`src/rtl/alu_issue_pkg.sv`:
```
// alu_issue_pkg: shared constants and types for the ALU issue stage.
//   - RV32I/M opcode and funct7 constants used by the decoder
//   - issue_beat_t: one decoded beat as it is stored and presented to the ALU
//   - skid_state_t: occupancy of the 2-entry output skid buffer
// Optional feature macro used by the decoder: RV32M_EN.
package alu_issue_pkg;

    localparam int XLEN = 32;

    localparam logic [6:0] OP_IMM    = 7'h13;
    localparam logic [6:0] OP_REG    = 7'h33;
    localparam logic [6:0] OP_LUI    = 7'h37;
    localparam logic [6:0] OP_AUIPC  = 7'h17;
    localparam logic [6:0] OP_LOAD   = 7'h03;
    localparam logic [6:0] OP_STORE  = 7'h23;
    localparam logic [6:0] OP_JALR   = 7'h67;

    localparam logic [6:0] F7_BASE   = 7'h00;
    localparam logic [6:0] F7_ALT    = 7'h20;
    localparam logic [6:0] F7_MULDIV = 7'h01;

    typedef struct packed {
        logic [XLEN-1:0] a;
        logic [XLEN-1:0] b;
        logic [6:0]      opcode;
        logic [2:0]      funct3;
        logic [6:0]      funct7;
        logic [4:0]      rd;
        logic            wb_en;
        logic            illegal;
    } issue_beat_t;

    typedef enum logic [1:0] {
        ST_EMPTY = 2'd0,
        ST_ONE   = 2'd1,
        ST_FULL  = 2'd2
    } skid_state_t;

endpackage

```
`src/rtl/alu_issue_decode.sv`:
```
// alu_issue_decode: purely combinational RV32I/M decode of one instruction
// into an issue_beat_t (ALU operands, opcode, funct3/funct7, rd, wb_en,
// illegal flag).
// Ports:
//   instr    in  32  instruction word
//   pc       in  32  instruction PC (AUIPC operand a)
//   rs1_val  in  32  value of register rs1
//   rs2_val  in  32  value of register rs2
//   beat     out     decoded beat
// Macro: RV32M_EN enables the funct7=0x01 (M extension) encodings of opcode 0x33.
import alu_issue_pkg::*;

module alu_issue_decode (
    input  logic [XLEN-1:0] instr,
    input  logic [XLEN-1:0] pc,
    input  logic [XLEN-1:0] rs1_val,
    input  logic [XLEN-1:0] rs2_val,
    output issue_beat_t     beat
);

    logic [6:0]      opcode;
    logic [2:0]      f3;
    logic [6:0]      f7;
    logic [XLEN-1:0] i_imm;
    logic [XLEN-1:0] s_imm;
    logic [XLEN-1:0] u_imm;
    logic            legal;

    assign opcode = instr[6:0];
    assign f3     = instr[14:12];
    assign f7     = instr[31:25];
    assign i_imm  = {{20{instr[31]}}, instr[31:20]};
    assign s_imm  = {{20{instr[31]}}, instr[31:25], instr[11:7]};
    assign u_imm  = {instr[31:12], 12'h000};

    always_comb begin
        beat         = '0;
        beat.opcode  = opcode;
        beat.rd      = instr[11:7];
        beat.wb_en   = 1'b1;
        legal        = 1'b1;

        case (opcode)
            OP_REG: begin
                beat.a      = rs1_val;
                beat.b      = rs2_val;
                beat.funct3 = f3;
                beat.funct7 = f7;
                case (f7)
                    F7_BASE:   legal = 1'b1;
                    F7_ALT:    legal = (f3 == 3'd0) || (f3 == 3'd5);
`ifdef RV32M_EN
                    // MULH/MULHSU/MULHU (funct3 1..3) are not supported.
                    F7_MULDIV: legal = !((f3 == 3'd1) || (f3 == 3'd2) || (f3 == 3'd3));
`else
                    F7_MULDIV: legal = 1'b0;
`endif
                    default:   legal = 1'b0;
                endcase
            end
            OP_IMM: begin
                beat.a      = rs1_val;
                beat.funct3 = f3;
                if (f3 == 3'd1) begin
                    beat.b      = {27'd0, instr[24:20]};
                    beat.funct7 = f7;
                    legal       = (f7 == F7_BASE);
                end else if (f3 == 3'd5) begin
                    beat.b      = {27'd0, instr[24:20]};
                    beat.funct7 = f7;
                    legal       = (f7 == F7_BASE) || (f7 == F7_ALT);
                end else begin
                    beat.b = i_imm;
                end
            end
            OP_LUI: begin
                beat.b = u_imm;
            end
            OP_AUIPC: begin
                beat.a = pc;
                beat.b = u_imm;
            end
            OP_LOAD: begin
                beat.a      = rs1_val;
                beat.b      = i_imm;
                beat.funct3 = f3;
            end
            OP_STORE: begin
                beat.a      = rs1_val;
                beat.b      = s_imm;
                beat.funct3 = f3;
                beat.wb_en  = 1'b0;
            end
            OP_JALR: begin
                beat.a      = rs1_val;
                beat.b      = i_imm;
                beat.funct3 = f3;
                legal       = (f3 == 3'd0);
            end
            default: legal = 1'b0;
        endcase

        // An illegal beat keeps only opcode/rd; everything else is zeroed.
        if (!legal) begin
            beat.a      = '0;
            beat.b      = '0;
            beat.funct3 = '0;
            beat.funct7 = '0;
            beat.wb_en  = 1'b0;
        end
        beat.illegal = !legal;

        if (beat.rd == 5'd0) begin
            beat.wb_en = 1'b0;
        end
    end

endmodule

```
`src/rtl/alu_issue_stage.sv`:
```
// alu_issue_stage: decodes an incoming instruction beat and presents it to
// the ALU through a 2-entry skid buffer (main + skid register).
// Handshake: a beat transfers on a rising edge where valid && ready on that
// side. in_ready is registered (state != FULL) and never depends on
// out_ready in the same cycle; out_* always come from the main register and
// hold stable while out_valid && !out_ready. flush empties the buffer and
// drops any beat accepted in the same cycle.
// Ports: clk, rst_n (async active-low), flush, in_valid/in_ready,
//   in_instr/in_pc/in_rs1_val/in_rs2_val, out_valid/out_ready, out_a, out_b,
//   out_opcode, out_funct3, out_funct7, out_rd, out_wb_en, out_illegal.
// Macro: RV32M_EN (see alu_issue_decode).
import alu_issue_pkg::*;

module alu_issue_stage #(
    parameter int DATA_W = 32
) (
    input  logic              clk,
    input  logic              rst_n,
    input  logic              flush,
    input  logic              in_valid,
    output logic              in_ready,
    input  logic [31:0]       in_instr,
    input  logic [DATA_W-1:0] in_pc,
    input  logic [DATA_W-1:0] in_rs1_val,
    input  logic [DATA_W-1:0] in_rs2_val,
    output logic              out_valid,
    input  logic              out_ready,
    output logic [DATA_W-1:0] out_a,
    output logic [DATA_W-1:0] out_b,
    output logic [6:0]        out_opcode,
    output logic [2:0]        out_funct3,
    output logic [6:0]        out_funct7,
    output logic [4:0]        out_rd,
    output logic              out_wb_en,
    output logic              out_illegal
);

    issue_beat_t dec_beat;
    issue_beat_t main_q;
    issue_beat_t skid_q;
    skid_state_t state;
    skid_state_t state_nx;
    logic        in_ready_q;
    logic        in_fire;
    logic        out_fire;
    logic        load_main;
    logic        main_from_skid;
    logic        load_skid;

    alu_issue_decode u_decode (
        .instr   (in_instr),
        .pc      (in_pc),
        .rs1_val (in_rs1_val),
        .rs2_val (in_rs2_val),
        .beat    (dec_beat)
    );

    assign in_ready  = in_ready_q;
    assign out_valid = (state != ST_EMPTY);
    assign in_fire   = in_valid && in_ready_q;
    assign out_fire  = out_valid && out_ready;

    always_comb begin
        state_nx       = state;
        load_main      = 1'b0;
        main_from_skid = 1'b0;
        load_skid      = 1'b0;
        case (state)
            ST_EMPTY: begin
                if (in_fire) begin
                    state_nx  = ST_ONE;
                    load_main = 1'b1;
                end
            end
            ST_ONE: begin
                if (in_fire && !out_fire) begin
                    state_nx  = ST_FULL;
                    load_skid = 1'b1;
                end else if (in_fire && out_fire) begin
                    load_main = 1'b1;
                end else if (out_fire) begin
                    state_nx = ST_EMPTY;
                end
            end
            ST_FULL: begin
                if (out_fire) begin
                    state_nx       = ST_ONE;
                    main_from_skid = 1'b1;
                end
            end
            default: state_nx = ST_EMPTY;
        endcase
        // Flush wins: the register contents become don't-care once empty.
        if (flush) begin
            state_nx       = ST_EMPTY;
            load_main      = 1'b0;
            main_from_skid = 1'b0;
            load_skid      = 1'b0;
        end
    end

    always_ff @(posedge clk or negedge rst_n) begin
        if (!rst_n) begin
            state      <= ST_EMPTY;
            in_ready_q <= 1'b1;
            main_q     <= '0;
            skid_q     <= '0;
        end else begin
            state      <= state_nx;
            in_ready_q <= (state_nx != ST_FULL);
            if (load_main) begin
                main_q <= dec_beat;
            end else if (main_from_skid) begin
                main_q <= skid_q;
            end
            if (load_skid) begin
                skid_q <= dec_beat;
            end
        end
    end

    assign out_a       = main_q.a;
    assign out_b       = main_q.b;
    assign out_opcode  = main_q.opcode;
    assign out_funct3  = main_q.funct3;
    assign out_funct7  = main_q.funct7;
    assign out_rd      = main_q.rd;
    assign out_wb_en   = main_q.wb_en;
    assign out_illegal = main_q.illegal;

endmodule

```
`config.mk`:
```
export PLATFORM = sky130hd
export DESIGN_NAME = alu_issue_stage
export DESIGN_NICKNAME = d
export VERILOG_FILES = /design/src/rtl/alu_issue_pkg.sv /design/src/rtl/alu_issue_decode.sv /design/src/rtl/alu_issue_stage.sv
export SDC_FILE = /design/constraint.sdc
export NUM_CORES = 1
export LEC_CHECK = 0
export BUFFER_PORTS_ARGS = -buffer_cell sky130_fd_sc_hd__buf_4
export CAP_MARGIN = 20
export CORE_MARGIN = 3
export CORE_UTILIZATION = 50
export CTS_BUF_LIST = sky130_fd_sc_hd__clkbuf_4 sky130_fd_sc_hd__clkbuf_8
export CTS_CLUSTER_DIAMETER = 50
export DETAILED_ROUTE_END_ITERATION = 6
export PLACE_DENSITY = 0.83
export SLEW_MARGIN = 30
export SYNTH_ARGS = -nofsm -noshare
export SYNTH_HDL_FRONTEND = slang
export SYNTH_SLANG_ARGS = --single-unit
```
`constraint.sdc`:
```
create_clock -name clk -period 2.67 [get_ports clk]
set_input_delay 0.534 -clock clk [delete_from_list [all_inputs] [get_ports clk]]
set_output_delay 0.534 -clock clk [all_outputs]
set_load 0.05 [all_outputs]
```
# After elaboration in Yosys (flattened, before gate mapping)
# Cells that the tools add are included.
[word_totals]
mem_bits_rw = 0
elab_cells = 86
out_inout_bits = 90
n_memories = 0
romBits = 0
latchBits = 0
register_bits = 179
inputBits = 133
[op_classes]
n_shift = 0
div = 0
reduce_logical = 18
n_mux = 37
multipliers = 0
order_cmp = 0
eq_ne = 13
n_addsub = 0
bitwise_logic = 0
[ops]
columns = ["operator", "n"]
rows = [
  ["$mux W88", 2],
  ["$pmux W32 S5", 1],
  ["$mux W32", 2],
  ["$mux W64", 1],
  ["$pmux W32 S2", 1],
  ["$eq A7 B6 Y1 const B", 4],
  ["$mux W1", 15],
  ["$eq A7 B5 Y1 const B", 2],
  ["$mux W7", 2],
  ["$pmux W7 S2", 1],
  ["$mux W2", 6],
  ["$mux W10", 1],
  ["$eq A7 B2 Y1 const B", 1],
  ["$eq A7 B7 Y1 const B", 1],
  ["$logic_not A7 Y1", 1],
  ["$pmux W2 S3", 1],
  ["$logic_not A5 Y1", 1],
  ["$reduce_or A5 Y1", 1],
  ["$logic_and A1 B1 Y1", 4],
  ["$pmux W1 S2", 2],
  ["$pmux W1 S4", 1],
  ["$reduce_bool A2 Y1", 2],
  ["$reduce_or A2 Y1", 2],
  ["$reduce_or A4 Y1", 1],
  ["10 further kinds", 12],
]

# Depth between registers and ports, before layout
[depth]
word_depth = 8
ltp_mapped = 8
mapped_depth_nobuf = 5

# Hierarchy
# A second synthesis with hierarchy kept.
[hier_totals]
hier_cells = 733
area_unflattened_um2 = 8765.9
[modules_own_cells]
columns = ["module", "seq_area_each_um2", "cells_per_inst", "area_each_um2", "n_inst"]
rows = [
  ["alu_issue_stage", 4480.5, 500, 7249.5, 1],
  ["alu_issue_decode", 0.0, 233, 1516.5, 1],
]

# Least setup slack after synthesis
# No wires, ideal clock.
[synth_timing]
path_kind = "reg2reg"
from = "register in_ready_q, in the netlist in_ready"
to = "register skid_q[37] (netlist name)"
path_slack_ps = 465
setup_time_ps = 99
stages_incl_launch_ff = 7
required_time_ps = 2571
synth_period_minus_slack_ps = 2205
t_arrival_ps = 2105
n_path_buf = 2
cell_sequence = "dfstp_2 > nand2_1 > nor4_1 > clkbuf_1 > clkbuf_1 > nor2_1 > a311oi_1"
[synth_between]
elab_chain_len = 5
[synth_lines]
columns = ["element", "line_no", "rtl"]
rows = [
  ["from (decl)", "alu_issue_stage.sv:43", "logic in_ready_q;"],
  ["from (signal assigned)", "alu_issue_stage.sv:110", "in_ready_q <= (state_nx != ST_FULL);"],
  ["$logic_and A1 B1 Y1", "alu_issue_stage.sv:60", "assign in_fire = in_valid && in_ready_q;"],
  ["$logic_and A1 B1 Y1", "alu_issue_stage.sv:76", "if (in_fire && !out_fire) begin"],
  ["$mux W1", "alu_issue_stage.sv:76", ""],
  ["$mux W1", "alu_issue_stage.sv:68", "case (state)"],
  ["$mux W1", "alu_issue_stage.sv:94", "if (flush) begin"],
  ["to (signal assigned)", "alu_issue_stage.sv:117", "skid_q <= dec_beat;"],
  ["to (decl)", "alu_issue_stage.sv:40", "issue_beat_t skid_q;"],
]
# Every way passes these cells.
# A chain may end at the register's enable or synchronous reset.

# Worst setup path after layout
[layout_timing]
from = "register in_ready_q, in the netlist in_ready"
to = "register main_q, in the netlist out_b[11]"
[layout_between]
elab_chain_len = 7
elab_cells_between_ends = 10
cone_classes = "mux (6); reduce/logical (4)"
[layout_lines]
columns = ["element", "line_no", "rtl"]
rows = [
  ["$logic_and A1 B1 Y1 *", "alu_issue_stage.sv:60", ""],
  ["$logic_and A1 B1 Y1", "alu_issue_stage.sv:79", "end else if (in_fire && out_fire) begin"],
  ["$mux W1", "alu_issue_stage.sv:79", ""],
  ["$mux W1", "alu_issue_stage.sv:76", ""],
  ["$pmux W1 S2 *", "alu_issue_stage.sv:68", ""],
  ["$mux W1 *", "alu_issue_stage.sv:94", ""],
  ["$mux W88 / $reduce_bool A2 Y1 (equally long branches)", "n/a", ""],
  ["to (signal assigned)", "alu_issue_stage.sv:112", "main_q <= dec_beat;"],
  ["to (signal assigned)", "alu_issue_stage.sv:114", "main_q <= skid_q;"],
  ["to (decl)", "alu_issue_stage.sv:39", "issue_beat_t main_q;"],
]
# Every way passes the cells marked *; elsewhere a longest branch is shown, timed or not.

==> flow_metrics.env <==
export IMPL_status="finished clean"
export IMPL_syn_nets=908
export IMPL_min_period_over_period_pct=86.1
export IMPL_internal_power_uw=4230
export IMPL_drt_first_pass_iters=5
export IMPL_relSlewSlack_pct=33.9
export IMPL_drc=0
export IMPL_port_buffers=222
export IMPL_numCtsBuffers=17
export IMPL_avgSynthCellArea_um2=10.5
export IMPL_yosysMostFrequentCell="dfrtp_1"
export IMPL_sw_frac_of_total_pct=31.9
export IMPL_cts_sink_count=179
export IMPL_critPathArrivalTime_ps=2620
export IMPL_slowest_stage="nor3_4"
export IMPL_p_clk_share_pct=27.2
export IMPL_max_freq_mhz=435
export IMPL_cts_root_buf="clkbuf_8"
export IMPL_hold_slack_ps=47.7
export IMPL_required_ps=2990
export IMPL_synth_common_cells="dfrtp_1 (178), nand2_1 (135), a22oi_1 (101)"
export IMPL_syn_inst=775
export IMPL_synth_warnings=0
export IMPL_clk_latency_ps=460
export IMPL_ys_async_sr_fraction_pct=100
export IMPL_yosysTopAreaCellShare_pct=54.5
export IMPL_grt_start_max_net_pins=71
export IMPL_gp_congestion=0.886
export IMPL_clk_pin_slew_ps=90
export IMPL_slowest_delay_ps=830
export IMPL_ios=223
export IMPL_antenna_diode_count=0
export IMPL_rsz0062_at_grt="no"
export IMPL_ys_flop_type="dfrtp_1"
export IMPL_synth_edf_count=0
export IMPL_syn_area_mm2=0.00817
export IMPL_startpoint_type="flop"
export IMPL_finalHoldViolCount=0
export IMPL_cts_tree="yes"
export IMPL_initialDrtViolationCount=591
export IMPL_worst_hold_path_type="in -> async"
export IMPL_p_sw_uw=1980
export IMPL_finalSetupViolations=0
export IMPL_die_y_um=134
export IMPL_grt_pass1_vias=7000
export IMPL_grtUsageTotal_pct=25.8
export IMPL_grt_pass1_wl_um=36900
export IMPL_combPwrFrac_pct=21.9
export IMPL_yosys_area_top_type="dfrtp_1"
export IMPL_ant_nets=0
export IMPL_rows=46
export IMPL_worstSetupPathType="reg -> reg"
export IMPL_grt_overflow=0
export IMPL_areaGrowthSynthToFinish_pct=29.2
export IMPL_p_per_area_mw_per_mm2=588
export IMPL_finalPower_uw=6210
export IMPL_postCtsSetupBuffers=0
export IMPL_dp_hpwl_um=15900
export IMPL_path_buf_inv=1
export IMPL_critical_path_top_delay_family="simple AND/OR/NAND/NOR gates"
export IMPL_initial_utilization_pct=51.3
export IMPL_hold_buffers=0
export IMPL_nets=1114
export IMPL_ys_ff_latch=179
export IMPL_leakage_uw=0.00489
export IMPL_finalCriticalPeriod_ps=2300
export IMPL_vias=7179
export IMPL_cts_resized=0
export IMPL_clockBufferDepth=2
export IMPL_slew_viol_final=0
export IMPL_drive_gt1_share_pct=34.0
export IMPL_htree_levels=4
export IMPL_routedWlPerCell_um=19.2
export IMPL_fin_setup_tns_ps=0
export IMPL_core_area_mm2=0.0159
export IMPL_p_seq_share_pct=50.9
export IMPL_drt_vias_per_instance=5.93
export IMPL_antenna_found_initial=0
export IMPL_final_fill_count=1255
export IMPL_skew_ps=13.0
export IMPL_dieArea_mm2=0.0179
export IMPL_drt_wl_total_um=23300
export IMPL_ys_top_cells_by_area="dfrtp_1 (55%), a22oi_1 (9.3%), nand2_1 (6.2%)"
export IMPL_dieWidth_um=134
export IMPL_ys_seq_area_share_pct=54.8
export IMPL_worst_slew_pin_slew_ps=988
export IMPL_end_kind="flop"
export IMPL_cap_violations=0
export IMPL_synth_cell_types=56
export IMPL_crit_chain="nand2_1 -> nor3_1 -> nand2_2 -> nor3_4 -> buf_4 -> a221oi_1"
export IMPL_vdd_drop_max_mv=0.448
export IMPL_critPathMaxFanout=17
[cell usage in the layout, fill, tap and decap left out, types with 20 or more instances in the layout]
master,count
a22oi_1,101
a221oi_2,20
nor2_1,34
mux2i_1,27
dfrtp_1,178
nand2_1,132
o21ai_1,71
buf_4,247
a311oi_1,21
[power groups by stage]
stage	Sequential (uW)	Clock [uW]	Combinational [uW]
2_1_floorplan	3530	0	457
3_3_place_gp	3200	0	1320
3_5_place_dp	3200	0	1360
4_1_cts	3160	1710	1360
5_1_grt	3200	1810	1450
6_report	3160	1690	1360
[cell type report]
cell class | count | area, um2 | area share, %
Clock buffer | 21 | 277 | 2.62
Clock inverter | 11 | 77.6 | 0.735
Inverter | 2 | 7.51 | 0.0711
Multi-Input combinational cell | 525 | 3420 | 32.4
Sequential cell | 179 | 4480 | 42.4
Tap cell | 216 | 270 | 2.56
Timing Repair Buffer | 256 | 2020 | 19.1
[cells by family after synthesis]
family / synth area share (%)
AOI/OAI and AO/OA: 25.6
xor gates and xnor gates: 0.107
muxes: 3.45
buffers and inverters: 3.92
and+or+nand+nor: 12.1
DFF: 54.8
[path summary, 6_finish.rpt]
kind                             start             to  slack (ps)  depth (start not counted)
max                           in_ready      out_b[11]         370                          6
min                              rst_n      out_a[24]          50                          1
max reg2reg                   in_ready      out_b[11]         370                          6
min reg2reg                 skid_q[21]     skid_q[21]         490                          2
max in group asynchronous        rst_n  out_funct7[5]        1820                          2
min in group clk           in_instr[3]     skid_q[20]         290                          3
[layer usage]
metal	share of wire, %	up-vias	GRT usage [%]
li1	-	3293	-
met1	41	3506	36.0
met2	48	334	40.3
met3	8.3	46	5.70
met4	2.8	0	8.91
met5	0	-	0
[metrics by stage]
step | util [%] | cells | instance area (um2) | setup WS [ps]
floorplan | - | 775 | 8170 | 465
global placement | 63.9 | 1177 | 10200 | 59.9
detailed placement | 63.9 | 1177 | 10200 | 60.5
CTS | 66.1 | 1209 | 10500 | 397
global route | 66.2 | 1210 | 10600 | 281
finish | 66.2 | 1210 | 10600 | 371
[sequential cells by signal, indices dropped and copies added (netlist names)]
| register | cells |
|---|---|
| out_b | 32 |
| out_funct3 | 3 |
| state | 2 |
| out_opcode | 7 |
| out_illegal | 1 |
| skid_q | 88 |
| out_funct7 | 7 |
| in_ready | 1 |
| out_rd | 5 |
| out_wb_en | 1 |
| out_a | 32 |
(Power assumes the default switching activity.)
